## src/rtl/imm_pkg.sv

```systemverilog
// Shared types for the immediate generator: format encoding, opcodes and parameter checks.
package imm_pkg;

   typedef enum logic [2:0] {
      IMM_I = 3'b000,
      IMM_S = 3'b001,
      IMM_B = 3'b010,
      IMM_U = 3'b011,
      IMM_J = 3'b100
   } imm_fmt_e;

   localparam logic [2:0] IMM_ILLEGAL = 3'b111;

   localparam logic [6:0] OPC_LOAD   = 7'b0000011;
   localparam logic [6:0] OPC_OP_IMM = 7'b0010011;
   localparam logic [6:0] OPC_JALR   = 7'b1100111;
   localparam logic [6:0] OPC_SYSTEM = 7'b1110011;
   localparam logic [6:0] OPC_STORE  = 7'b0100011;
   localparam logic [6:0] OPC_BRANCH = 7'b1100011;
   localparam logic [6:0] OPC_LUI    = 7'b0110111;
   localparam logic [6:0] OPC_AUIPC  = 7'b0010111;
   localparam logic [6:0] OPC_JAL    = 7'b1101111;

   function automatic logic legal_xlen(input int xlen);
      return (xlen == 32) || (xlen == 64);
   endfunction

endpackage

```

## src/rtl/imm_gen_pipe_if.sv

```systemverilog
// Beat-level bus of the immediate generator: input beat, output beat and pipeline flush.
interface imm_gen_pipe_if #(
   parameter int XLEN  = 32,
   parameter int TAG_W = 32
);
   logic             flush;
   logic             in_valid;
   logic             in_ready;
   logic [31:0]      In;
   logic [2:0]       ImmSrc;
   logic [TAG_W-1:0] in_tag;
   logic             out_valid;
   logic             out_ready;
   logic [XLEN-1:0]  Imm_Ext;
   logic             out_illegal;
   logic [TAG_W-1:0] out_tag;

   modport master (
      output flush, in_valid, In, ImmSrc, in_tag, out_ready,
      input  in_ready, out_valid, Imm_Ext, out_illegal, out_tag
   );

   modport slave (
      input  flush, in_valid, In, ImmSrc, in_tag, out_ready,
      output in_ready, out_valid, Imm_Ext, out_illegal, out_tag
   );
endinterface

```

## src/rtl/imm_format.sv

```systemverilog
// Combinational RISC-V immediate extraction for the I/S/B/U/J formats, sign-extended to XLEN.
// Unknown format codes yield a zero immediate and raise illegal.
module imm_format
   import imm_pkg::*;
#(
   parameter int XLEN = 32
) (
   input  logic [31:0]     In,
   input  logic [2:0]      fmt,
   output logic [XLEN-1:0] imm,
   output logic            illegal
);

   logic [31:0] imm32;
   logic        unused_opcode;

   assign unused_opcode = ^In[6:0];

   always_comb begin
      imm32   = '0;
      illegal = 1'b0;
      case (fmt)
         IMM_I:   imm32 = {{20{In[31]}}, In[31:20]};
         IMM_S:   imm32 = {{20{In[31]}}, In[31:25], In[11:7]};
         IMM_B:   imm32 = {{19{In[31]}}, In[31], In[7], In[30:25], In[11:8], 1'b0};
         IMM_U:   imm32 = {In[31:12], 12'h000};
         IMM_J:   imm32 = {{11{In[31]}}, In[31], In[19:12], In[20], In[30:21], 1'b0};
         default: illegal = 1'b1;
      endcase
   end

   // Every format already carries In[31] as its top bit, so widening is a plain sign extension.
   assign imm = XLEN'($signed(imm32));

endmodule

```

## src/rtl/imm_gen_pipe.sv

```systemverilog
// Pipelined immediate generator: format decode + extraction, then STAGES valid-tagged registers.
// Ready chains combinationally back from out_ready; flush and rst empty the pipe on the next edge.
module imm_gen_pipe
   import imm_pkg::*;
#(
   parameter int XLEN        = 32,
   parameter int STAGES      = 1,
   parameter int TAG_W       = 32,
   parameter int AUTO_DECODE = 0
) (
   input logic           clk,
   input logic           rst,
   imm_gen_pipe_if.slave bus
);

   if (!legal_xlen(XLEN) || (STAGES < 1) || (STAGES > 3)) begin : g_param_err
      $error("imm_gen_pipe: unsupported XLEN=%0d or STAGES=%0d", XLEN, STAGES);
   end

   logic [2:0]      fmt_d;
   logic [XLEN-1:0] fmt_imm_d;
   logic            fmt_ill_d;

   always_comb begin
      fmt_d = bus.ImmSrc;
      if (AUTO_DECODE != 0) begin
         case (bus.In[6:0])
            OPC_LOAD, OPC_OP_IMM, OPC_JALR, OPC_SYSTEM: fmt_d = IMM_I;
            OPC_STORE:                                  fmt_d = IMM_S;
            OPC_BRANCH:                                 fmt_d = IMM_B;
            OPC_LUI, OPC_AUIPC:                         fmt_d = IMM_U;
            OPC_JAL:                                    fmt_d = IMM_J;
            default:                                    fmt_d = IMM_ILLEGAL;
         endcase
      end
   end

   imm_format #(.XLEN(XLEN)) u_format (
      .In      (bus.In),
      .fmt     (fmt_d),
      .imm     (fmt_imm_d),
      .illegal (fmt_ill_d)
   );

   logic [STAGES-1:0] st_vld;
   logic [STAGES-1:0] st_rdy;
   logic [XLEN-1:0]   st_imm [STAGES];
   logic              st_ill [STAGES];
   logic [TAG_W-1:0]  st_tag [STAGES];

   // A stage can take a beat when it is empty or its own beat moves on this cycle.
   always_comb begin : ready_chain
      logic rdy;
      rdy    = bus.out_ready;
      st_rdy = '0;
      for (int s = STAGES - 1; s >= 0; s--) begin
         rdy       = !st_vld[s] || rdy;
         st_rdy[s] = rdy;
      end
   end

   genvar s;
   for (s = 0; s < STAGES; s++) begin : g_stage
      logic             up_vld_d;
      logic [XLEN-1:0]  up_imm_d;
      logic             up_ill_d;
      logic [TAG_W-1:0] up_tag_d;
      logic             vld_q;
      logic [XLEN-1:0]  imm_q;
      logic             ill_q;
      logic [TAG_W-1:0] tag_q;

      if (s == 0) begin : g_head
         assign up_vld_d = bus.in_valid;
         assign up_imm_d = fmt_imm_d;
         assign up_ill_d = fmt_ill_d;
         assign up_tag_d = bus.in_tag;
      end else begin : g_body
         assign up_vld_d = st_vld[s-1];
         assign up_imm_d = st_imm[s-1];
         assign up_ill_d = st_ill[s-1];
         assign up_tag_d = st_tag[s-1];
      end

      always_ff @(posedge clk) begin
         if (rst) begin
            vld_q <= 1'b0;
            imm_q <= '0;
            ill_q <= 1'b0;
            tag_q <= '0;
         end else begin
            if (bus.flush) begin
               vld_q <= 1'b0;
            end else if (st_rdy[s]) begin
               vld_q <= up_vld_d;
            end
            // Payload only moves with a real beat to keep idle toggling down.
            if (!bus.flush && st_rdy[s] && up_vld_d) begin
               imm_q <= up_imm_d;
               ill_q <= up_ill_d;
               tag_q <= up_tag_d;
            end
         end
      end

      assign st_vld[s] = vld_q;
      assign st_imm[s] = imm_q;
      assign st_ill[s] = ill_q;
      assign st_tag[s] = tag_q;
   end

   assign bus.in_ready    = st_rdy[0];
   assign bus.out_valid   = st_vld[STAGES-1];
   assign bus.Imm_Ext     = st_imm[STAGES-1];
   assign bus.out_illegal = st_ill[STAGES-1];
   assign bus.out_tag     = st_tag[STAGES-1];

endmodule

```

## src/flat_wrapper.sv

```systemverilog
// flat-port wrapper written by rule: the top's interface ports become plain ports
module imm_gen_pipe_flat import imm_pkg::*;
#(
   parameter int XLEN        = 32,
   parameter int STAGES      = 1,
   parameter int TAG_W       = 32,
   parameter int AUTO_DECODE = 0
)
  (clk, rst, bus_flush, bus_in_valid, bus_In, bus_ImmSrc, bus_in_tag, bus_out_ready, bus_in_ready, bus_out_valid, bus_Imm_Ext, bus_out_illegal, bus_out_tag);
  imm_gen_pipe_if #(.XLEN(XLEN), .TAG_W(TAG_W)) bus_i ();
  input logic clk;
  input logic rst;
  input wire logic [$bits(bus_i.flush)-1:0] bus_flush;
  input wire logic [$bits(bus_i.in_valid)-1:0] bus_in_valid;
  input wire logic [$bits(bus_i.In)-1:0] bus_In;
  input wire logic [$bits(bus_i.ImmSrc)-1:0] bus_ImmSrc;
  input wire logic [$bits(bus_i.in_tag)-1:0] bus_in_tag;
  input wire logic [$bits(bus_i.out_ready)-1:0] bus_out_ready;
  output wire logic [$bits(bus_i.in_ready)-1:0] bus_in_ready;
  output wire logic [$bits(bus_i.out_valid)-1:0] bus_out_valid;
  output wire logic [$bits(bus_i.Imm_Ext)-1:0] bus_Imm_Ext;
  output wire logic [$bits(bus_i.out_illegal)-1:0] bus_out_illegal;
  output wire logic [$bits(bus_i.out_tag)-1:0] bus_out_tag;
  assign bus_i.flush = bus_flush;
  assign bus_i.in_valid = bus_in_valid;
  assign bus_i.In = bus_In;
  assign bus_i.ImmSrc = bus_ImmSrc;
  assign bus_i.in_tag = bus_in_tag;
  assign bus_i.out_ready = bus_out_ready;
  assign bus_in_ready = bus_i.in_ready;
  assign bus_out_valid = bus_i.out_valid;
  assign bus_Imm_Ext = bus_i.Imm_Ext;
  assign bus_out_illegal = bus_i.out_illegal;
  assign bus_out_tag = bus_i.out_tag;
  imm_gen_pipe #(.XLEN(XLEN), .STAGES(STAGES), .TAG_W(TAG_W), .AUTO_DECODE(AUTO_DECODE)) u_core (.clk(clk), .rst(rst), .bus(bus_i));
endmodule
```

## config.mk

```make
export PLATFORM = sky130hd
export DESIGN_NAME = imm_gen_pipe_flat
export DESIGN_NICKNAME = d
export VERILOG_FILES = /design/src/rtl/imm_pkg.sv /design/src/rtl/imm_gen_pipe_if.sv /design/src/rtl/imm_format.sv /design/src/rtl/imm_gen_pipe.sv /design/src/flat_wrapper.sv
export SDC_FILE = /design/constraint.sdc
export NUM_CORES = 1
export LEC_CHECK = 0
export ABC_CLOCK_PERIOD_IN_PS = 1500
export BUFFER_PORTS_ARGS = -buffer_cell sky130_fd_sc_hd__buf_2
export CAP_MARGIN = 20
export CORE_MARGIN = 4
export CORE_UTILIZATION = 40
export DETAILED_ROUTE_END_ITERATION = 7
export PLACE_DENSITY_LB_ADDON = 0.15
export SETUP_SLACK_MARGIN = 0.15
export SKIP_CTS_REPAIR_TIMING = 1
export SYNTH_ARGS = -nofsm -noshare
export SYNTH_HDL_FRONTEND = slang
export SYNTH_SLANG_ARGS = --single-unit
```

## constraint.sdc

```tcl
create_clock -name clk -period 1.5 [get_ports clk]
set_input_delay 0.15 -clock clk [delete_from_list [all_inputs] [get_ports clk]]
set_output_delay 0.15 -clock clk [all_outputs]
set_load 0.02 [all_outputs]
```

Word-level counts from Yosys, hierarchy flattened

Cells that the tools add are included.

Multiplexer cells: 2
Reduce and logical (&&, ||, !) cells: 8
Equality and inequality tests: 4

Operator list:

| cell                                           | count |
|---|---|
| case mux 32 bit (5 select lines)               | 1 |
| == test 3 x 2 -> 1 bit (second input constant) | 2 |
| OR reduction 5 bit                             | 1 |
| == test 3 x 1 -> 1 bit (second input constant) | 1 |
| == test 3 bit (second input constant)          | 1 |
| logical NOT 3 bit                              | 1 |
| logical AND 1 bit                              | 2 |
| logical NOT 1 bit                              | 2 |
| OR reduction 2 bit                             | 1 |
| logical OR 1 bit                               | 1 |
| two-way mux 1 bit                              | 1 |

Logic and storage cells: 18
Input port bits: 72
Output and inout bits: 67
Register bits: 66

Depth between registers and ports, before layout

Gate-level depths: netlist of the first run.

Word-level depth: 4
Gate-level depth with buffers: 7
Mapped depth without buffers: 4

By module

From an unflattened synthesis of the first run, not the netlist that was laid out.

Cell total of the unflattened synthesis: 384
Area, all modules: 3534.6 um2

By module, submodules not included:

| module       | sequential area each (um2) | instances | cells each | area an instance (um2) |
|---|---|---|---|---|
| imm_gen_pipe | 1321.3                     | 1         | 287        | 3002.9 |
| imm_format   | 0.0                        | 1         | 97         | 531.8 |

Worst setup path after synthesis of the first run

OpenSTA, ideal clock, no wires.

Kind: flip-flop to flip-flop
From: reg u_core.g_stage[0].vld_q (netlist: u_core.bus.out_valid)
To: reg u_core.g_stage[0].imm_q[2] (netlist: u_core.bus.Imm_Ext[2])
Path buffers: 2
Library setup time: 0.086 ns
Clock period less this slack: 1.534 ns
Required time: 1.414 ns
Arrival time: 1.449 ns
Stages on the path, launching flop included: 7
Path slack: -0.034 ns
Cell sequence: dfxtp_1 nor2b_1 clkbuf_1 nor2_1 clkbuf_1 nor2_1 a211oi_1

Cells in the longest elaborated chain, start to end: 4

Ends and longest elaborated chain:

| what                           | line               | RTL |
|---|---|---|
| start: declaration             | imm_gen_pipe.sv:68 | `logic vld_q;` |
| start signal: assignment       | imm_gen_pipe.sv:95 | `vld_q <= up_vld_d;` |
| logical NOT 1 bit              | imm_gen_pipe.sv:57 | `rdy = !st_vld[s] \|\| rdy;` |
| logical OR 1 bit               | imm_gen_pipe.sv:57 |  |
| logical AND 1 bit (2 in a row) | imm_gen_pipe.sv:98 | `if (!bus.flush && st_rdy[s] && up_vld_d) begin` |
| end signal: assignment         | imm_gen_pipe.sv:99 | `imm_q <= up_imm_d;` |
| end: declaration               | imm_gen_pipe.sv:69 | `logic [XLEN-1:0] imm_q;` |

Every way passes these cells.
A chain may end at the register's enable or synchronous reset.

Worst setup path in the final report of the first run

From: reg u_core.g_stage[0].vld_q (netlist: u_core.bus.out_valid)
To: reg u_core.g_stage[0].imm_q[23] (netlist: u_core.bus.Imm_Ext[23])

Same word-level chain as after synthesis.

==> results.toml, run 1 <==
[status]
status = "completed"

[routing]
drt_iter0_markers = 95
first_pass_iters = 4
wl_per_cell_um = 14.7
via_per_inst = 5.19
via_count = 2914
route.detailed.drc = 0
wirelength_um = 8250
ant_nets = 0

[floorplan]
dieArea_um2 = 8280
die-height_um = 91.0
die_x_um = 91.0
core_um2 = 6530
io_pins = 139
start_util_pct = 42.2
rows = 29

[power]
pwr_density_cell_nw_per_um2 = 1040
pwr-share-seq_pct = 45.7
comb_power_share_pct = 17.8
p_int_mw = 3.01
power_mw = 4.11
switchingPower_mw = 1.10
p_leak_nw = 1.80
irDropWorstVdd_uv = 548
power.share.clock_pct = 36.4
switching_share_pct = 26.7

[layout]
fin_util_pct = 60.3
diodes = 0
ff_latch_area_um2 = 1330
multi_input_area_um2 = 1330
drive_above_1_share_pct = 38.1
area_growth_pct = 42.9
fillers = 598
finalNetCount = 552
fin_area_um2 = 3940
layout.cells.non_filler = 562

[synth]
synthCells = 345
synth_common_cells = "76 x nand2_1, 66 x dfxtp_1, 49 x a21oi_1"
netlist_area_um2 = 2760
synth_largest_area_cell = "dfxtp_1"
synth_area_leaders = "dfxtp_1 48%, nand2_1 10%, a21oi_1 8.9%"
ys_seq_area_share_pct = 47.9
synth-simple-area-share_pct = 24.7
synth_fa_ha_area_share_pct = 0.363
async_flop_share_pct = 0
synth-edff-count = 0
yosys.area.top_type_share_pct = 47.9
synth_xor_xnor_area_share_pct = 0
synth_top_family_by_area = "simple AND/OR/NAND/NOR gates"
synth_compound_area_share_pct = 20.2
synth.distinct_cells = 29
synth_nets = 417
ys.flop_type = "dfxtp_1"
synth_area_per_cell_um2 = 7.99
synth_seq_cells = 66
yosysMostFrequentCell = "nand2_1"
synth.mux.area_fraction_pct = 1.82
yosysWarnings = 0

[critical_path]
path_cells = "nor2b_4, buf_6, nor2_4, buf_12, buf_12, clkbuf_16, nor2_1, nor3_1"
crit_type = "register to register"
critPathRequiredTime_ns = 1.71
path_buf_inv = 4
crit_arrival_ns = 1.56
rrSetupSlack_ns = 0.15
critPathMaxFanout = 7
r2r-end = "u_core.bus.Imm_Ext[23]"
slowest_delay_ns = 0.34
crit_top_cell = "buf_12"
r2r_start = "u_core.bus.out_valid"
worstRegToRegCells = 8
end_kind = "register"
cpLargestDelayFamily = "buffers and inverters"
setup.worst_path.start_class = "register"
cp_slowest_cell = "dfxtp_4"

[worst_hold_path]
hold_end = "u_core.bus.out_tag[3]"
worstHoldPathType = "input port to register"
holdPathStages = 3
min_from = "bus_in_tag[3]"

[placed_design]
gp_congestion = 0.830
place_ws_ns = 0.0160
hpwl_um = 5370
port_buffers = 131
dp.cells = 536
dpl_cell_area_um2 = 3560

[global_route]
grt_overflow = 0
grt_util_all_layers_pct = 18.1
grt_pass1_wl_um = 12400
antenna_found_initial = 0
grt_max_degree = 67
grt_pass1_vias = 2777

[sta]
holdWs_ns = 0.0445
layout_worst_path_cycle_share_pct = 89.9
relSlewSlack_pct = 51.0
setup_violations = 0
tightest_slew_ns = 0.733
setup_ws_ns = 0.152
slew_violations = 0
fin_setup_tns_ns = 0
rsz0062_at_grt = "true"
fin_crit_ns = 1.35
hold_viol = 0
fmaxAchievable_mhz = 742
fin_skew_ns = 0.00536

[clock_network]
cts_tree = "yes"
h-tree-depth = 3
numCtsBuffers = 9
clock_path_buffers = 2
clock-sinks = 66
cts_root_buffer = "clkbuf_8"
path_clk_slew_ns = 0.07
clock_latency_ns = 0.33

[flow_run]
cap_violations = 0
[flip-flops by register name, summed over array words and instances (netlist names)]
signal,flops
u_core.bus.Imm_Ext,32
u_core.bus.out_illegal,1
u_core.bus.out_tag,32
u_core.bus.out_valid,1
[layout make-up]
class                           count  share of cell area, %
Multi-Input combinational cell    247                   33.8
Clock buffer                       14                   4.13
Timing Repair Buffer              155                   25.0
Tap cell                           77                   2.45
Clock inverter                      2                  0.889
Sequential cell                    66                   33.6
Inverter                            1                 0.0953
[power groups by stage]
| stage | sequential, mW | clock [mW] | combinational (mW) |
|---|---|---|---|
| 5_1_grt | 1.89 | 1.61 | 0.800 |
| 3_5_place_dp | 1.92 | 0 | 0.672 |
| 4_1_cts | 1.88 | 1.54 | 0.674 |
| 2_1_floorplan | 2.03 | 0 | 0.288 |
| 6_report | 1.88 | 1.50 | 0.732 |
| 3_3_place_gp | 1.92 | 0 | 0.662 |
[layer usage]
| metal | part of all wire (%) | global-route usage (%) | vias to the layer above |
|---|---|---|---|
| met5 | 0 | 0 | - |
| met4 | 2.0 | 8.92 | 0 |
| met3 | 7.3 | 5.12 | 14 |
| met2 | 47 | 30.3 | 106 |
| met1 | 44 | 21.3 | 1340 |
| li1 | - | - | 1454 |
[worst register-to-register path, stage by stage (launching register included)]
cell       delay [ns]
dfxtp_4          0.34
nor2b_4          0.16
buf_6            0.15
nor2_4           0.05
buf_12           0.13
buf_12           0.12
clkbuf_16        0.15
nor2_1           0.09
nor3_1           0.05
[placed cells by master (no fill, tap or decap), drive strengths merged]
master       Yosys  final
a211oi          15     15
a21oi           49     49
a22oi            1      1
a2bb2oi          4      4
a31o             8      8
buf              8    151
bufinv           0      1
clkbuf          23     17
clkinv           0      1
dfxtp           66     66
dlygate4sd3      0      1
inv              1      1
maj3             1      1
mux2i            5      5
nand2           76     76
nand2b          10     10
nand3b           2      2
nor2            26     26
nor2b            8      8
nor3            15     15
nor3b            1      1
nor4b            6      6
o21a             1      1
o21ai           16     16
or2              1      1
or3b             1      1
or4              1      1
[logic make-up after synthesis]
kind of cell	Yosys count
compound gates	94
buf+inv	32
simple gates	147
mux	5
fa+ha+maj	1
flops	66
[worst max-delay path by stage]
stage	startpoint	to	slack (ns)	cells past startpoint
after global routing	u_core.bus.out_valid	u_core.bus.Imm_Ext[6]	0.09	6
final	u_core.bus.out_valid	u_core.bus.Imm_Ext[23]	0.15	8
after detailed placement	bus_ImmSrc[0]	u_core.bus.Imm_Ext[22]	0.02	6
after global placement	bus_ImmSrc[2]	u_core.bus.Imm_Ext[25]	0.06	5
after floorplan	u_core.bus.out_valid	u_core.bus.out_tag[24]	0.11	6
after CTS	u_core.bus.out_valid	u_core.bus.Imm_Ext[0]	0.08	4
Note: power is estimated with default switching activity, not from simulation.
==> inputs of run 2 (changes only) <==
--- a/config.mk
+++ b/config.mk
@@ -11,6 +11,7 @@
 export CORE_MARGIN = 4
 export CORE_UTILIZATION = 40
 export DETAILED_ROUTE_END_ITERATION = 7
+export MAX_ROUTING_LAYER = met4
 export PLACE_DENSITY_LB_ADDON = 0.15
 export SETUP_SLACK_MARGIN = 0.15
 export SKIP_CTS_REPAIR_TIMING = 1
==> results.toml, run 2 (synthesis results as in run 1) <==
[sta]
setup_violations = 0
fin_skew_ns = 0.00573
fin_setup_tns_ns = 0
relSlewSlack_pct = 49.3
hold_viol = 0
fin_crit_ns = 1.35
slew_violations = 0
holdWs_ns = 0.0457
fmaxAchievable_mhz = 741
tightest_slew_ns = 0.758
layout_worst_path_cycle_share_pct = 90.0
rsz0062_at_grt = "true"
setup_ws_ns = 0.151

[routing]
first_pass_iters = 4
wl_per_cell_um = 14.6
via_per_inst = 5.18
via_count = 2911
drt_iter0_markers = 116
wirelength_um = 8200
route.detailed.drc = 0
ant_nets = 0

[global_route]
met2_usage_pct = 30.3
grt_util_met3_pct = 4.13
antenna_found_initial = 0
grt_util_all_layers_pct = 18.7
grt_pass1_wl_um = 12400
grt_max_degree = 67
grt_overflow = 0
grt_pass1_vias = 2780
globalRouteMet1Util_pct = 21.9
busiest_layer = "met2"

[critical_path]
rrSetupSlack_ns = 0.15
critPathMaxFanout = 7
crit_type = "register to register"
critPathRequiredTime_ns = 1.71
r2r-end = "u_core.bus.Imm_Ext[23]"
end_kind = "register"
crit_arrival_ns = 1.56
r2r_start = "u_core.bus.out_valid"
worstRegToRegCells = 8
setup.worst_path.start_class = "register"

[flow_run]
cap_violations = 0

[worst_hold_path]
holdPathStages = 3
worstHoldPathType = "input port to register"
min_from = "bus_in_tag[3]"
hold_end = "u_core.bus.out_tag[3]"

[placed_design]
gp_congestion = 0.842
hpwl_um = 5370
dpl_cell_area_um2 = 3560
place_ws_ns = 0.0160
port_buffers = 131

[clock_network]
cts_root_buffer = "clkbuf_8"
clock_latency_ns = 0.33
clock_path_buffers = 2
h-tree-depth = 3
clock-sinks = 66
cts_tree = "yes"
numCtsBuffers = 9
path_clk_slew_ns = 0.07

[layout]
layout.cells.most_common = "buf_2"
fin_area_um2 = 3940
fillers = 598
drive_above_1_share_pct = 38.1
layout_common_cells = "131 x buf_2, 76 x nand2_1, 65 x dfxtp_1, 49 x a21oi_1, 25 x nor2_1"
finalNetCount = 552
diodes = 0
area_growth_pct = 42.9

[floorplan]
start_util_pct = 42.2
die_x_um = 91.0
die-height_um = 91.0
dieArea_um2 = 8280
core_um2 = 6530
rows = 29
io_pins = 139

[power]
p_leak_nw = 1.80
pwr_density_cell_nw_per_um2 = 1040
irDropWorstVdd_uv = 547

[status]
status = "completed"
==> run 2: cell counts in the layout (fill, tap and decap cells not counted) <==
No cell type changed its count.
==> run 2: final cells by class <==
class	count	area, um^2	share of cell area (%)
clock buffers	14	163	4.13
multi-input cells	247	1330	33.8
flip-flops and latches	66	1330	33.6
inverters	1	3.75	0.0953
clock inverters	2	35.0	0.889
repair buffers	155	986	25.0
well taps	77	96.3	2.45
==> run 2: how the worst max path moves through the flow <==
| stage | startpoint | to | slack [ns] |
|---|---|---|---|
| after floorplan | u_core.bus.out_valid | u_core.bus.out_tag[24] | 0.11 |
| after global placement | bus_ImmSrc[2] | u_core.bus.Imm_Ext[25] | 0.06 |
| after detailed placement | bus_ImmSrc[0] | u_core.bus.Imm_Ext[22] | 0.02 |
| after CTS | u_core.bus.out_valid | u_core.bus.Imm_Ext[0] | 0.08 |
| after global routing | u_core.bus.out_valid | u_core.bus.Imm_Ext[6] | 0.09 |
| final | u_core.bus.out_valid | u_core.bus.Imm_Ext[23] | 0.15 |
==> run 2: report_power, final <==
group	internal [mW]	switching (mW)	total (mW)	leakage, nW
sequential	1.84	0.0411	1.88	0.540
combinational	0.316	0.415	0.731	1.16
clock	0.859	0.633	1.49	0.101
==> run 2: critical path, stage by stage, from the launching register on <==
cell       delay [ns]
dfxtp_4          0.34
nor2b_4          0.16
buf_6            0.15
nor2_4           0.05
buf_12           0.13
buf_12           0.12
clkbuf_16        0.15
nor2_1           0.08
nor3_1           0.05
==> run 2: layer usage <==
metal	routed length, um	vias to the layer above	part of all wire (%)
met5	0	-	0
met4	185	0	2.3
met3	555	16	6.8
met2	3830	105	47
met1	3630	1344	44
li1	-	1446	-
==> run 2: stage by stage <==
stage	power, mW	cells	util [%]
after CTS	4.09	552	57.6
after floorplan	2.31	345	-
after detailed placement	2.59	536	54.5
after global placement	2.58	536	54.5
final	4.10	562	60.3
after global routing	4.30	562	60.3
==> inputs of run 3 (changes only) <==
--- a/config.mk
+++ b/config.mk
@@ -13,6 +13,7 @@
 export DETAILED_ROUTE_END_ITERATION = 7
 export MAX_ROUTING_LAYER = met4
 export PLACE_DENSITY_LB_ADDON = 0.15
+export RECOVER_POWER = 25
 export SETUP_SLACK_MARGIN = 0.15
 export SKIP_CTS_REPAIR_TIMING = 1
 export SYNTH_ARGS = -nofsm -noshare
==> results.toml, run 3 (synthesis results as in run 1) <==
[clock_network]
cts_tree = "yes"
numCtsBuffers = 9
clock_path_buffers = 2
h-tree-depth = 3
clock_latency_ns = 0.33
clock-sinks = 66
path_clk_slew_ns = 0.07
cts_root_buffer = "clkbuf_8"

[placed_design]
port_buffers = 131
hpwl_um = 5370
gp_congestion = 0.842

[floorplan]
die_x_um = 91.0
die-height_um = 91.0
io_pins = 139
dieArea_um2 = 8280
core_um2 = 6530
rows = 29
start_util_pct = 42.2

[sta]
hold_viol = 0
holdWs_ns = 0.0456
rsz0062_at_grt = "true"
layout_worst_path_cycle_share_pct = 89.8
fin_setup_tns_ns = 0
fin_crit_ns = 1.35
fin_skew_ns = 0.00523
setup_violations = 0
slew_violations = 0
fmaxAchievable_mhz = 743
relSlewSlack_pct = 49.8
tightest_slew_ns = 0.750

[global_route]
grt_util_all_layers_pct = 18.7
grt_overflow = 0
grt_max_degree = 67
grt_pass1_vias = 2780
antenna_found_initial = 0
grt_pass1_wl_um = 12400

[status]
status = "completed"

[routing]
drt_iter0_markers = 110
via_count = 2910
route.detailed.drc = 0
wl_per_cell_um = 14.6
wirelength_um = 8210
via_per_inst = 5.18
first_pass_iters = 4
ant_nets = 0

[critical_path]
cpLargestDelayFamily = "buffers and inverters"
setup.worst_path.start_class = "register"
crit_type = "register to register"
cp_slowest_cell = "dfxtp_4"
path_cells = "nor2b_4, buf_6, nor2_4, buf_12, buf_12, clkbuf_16, nor2_1, nor3_1"
path_buf_inv = 4
crit_top_cell = "buf_12"
critPathMaxFanout = 7
crit_arrival_ns = 1.56
end_kind = "register"
critPathRequiredTime_ns = 1.71
slowest_delay_ns = 0.34

[layout]
finalNetCount = 552
drive_above_1_share_pct = 31.5
layout_common_cells = "99 x buf_2, 76 x nand2_1, 65 x dfxtp_1, 49 x a21oi_1, 35 x clkbuf_1"
layout.cells.most_common = "buf_2"
area_growth_pct = 41.5
diodes = 0

[power]
p_leak_nw = 1.66
irDropWorstVdd_uv = 549
pwr_density_cell_nw_per_um2 = 1050

[worst_hold_path]
worstHoldPathType = "input port to register"

[flow_run]
cap_violations = 0
==> run 3: cell types whose count changed in the layout (fill, tap and decap cells not counted), sizes merged <==
cell,delta
buf,-32
clkbuf,+32
==> run 3: worst paths after layout <==
path	slack [ns]	start	depth (start not counted)	end
min reg2reg	0.45	u_core.bus.out_tag[1]	2	u_core.bus.out_tag[1]
min	0.05	bus_in_tag[3]	3	u_core.bus.out_tag[3]
max reg2reg	0.15	u_core.bus.out_valid	8	u_core.bus.Imm_Ext[23]
max	0.15	u_core.bus.out_valid	8	u_core.bus.Imm_Ext[23]
==> run 3: per-layer routing <==
metal | vias to the layer above | track usage (%) | share of wire (%)
met5 | - | - | 0
met2 | 109 | 30.3 | 47
met4 | 0 | 8.92 | 2.0
li1 | 1448 | - | -
met1 | 1339 | 21.9 | 44
met3 | 14 | 4.13 | 7.1
==> run 3: cell type report <==
type / count / area (um^2)
Multi-Input combinational cell: 247 / 1330
Fill cell: 617 / 2630
Clock inverter: 2 / 35.0
Sequential cell: 66 / 1330
Tap cell: 77 / 96.3
Inverter: 1 / 3.75
Clock buffer: 14 / 163
Timing Repair Buffer: 155 / 946
==> run 3: power breakdown <==
part | internal (mW) | switching (mW)
combinational | 0.305 | 0.415
clock | 0.859 | 0.634
sequential | 1.84 | 0.0425
==> run 3: through the flow <==
step	power (mW)	util, %	setup slack (ns)	std cells	area, um^2
2_1_floorplan	2.31	-	0.112	345	2780
3_3_place_gp	2.58	54.5	0.0641	536	3560
3_5_place_dp	2.59	54.5	0.0160	536	3560
4_1_cts	4.09	57.6	0.0822	552	3760
5_1_grt	4.29	59.7	0.0861	562	3900
6_report	4.09	59.7	0.154	562	3900
==> run 3: worst register-to-register path, cell delays in order (launching register included) <==
cell,delay [ns]
dfxtp_4,0.34
nor2b_4,0.15
buf_6,0.15
nor2_4,0.05
buf_12,0.13
buf_12,0.12
clkbuf_16,0.15
nor2_1,0.09
nor3_1,0.05
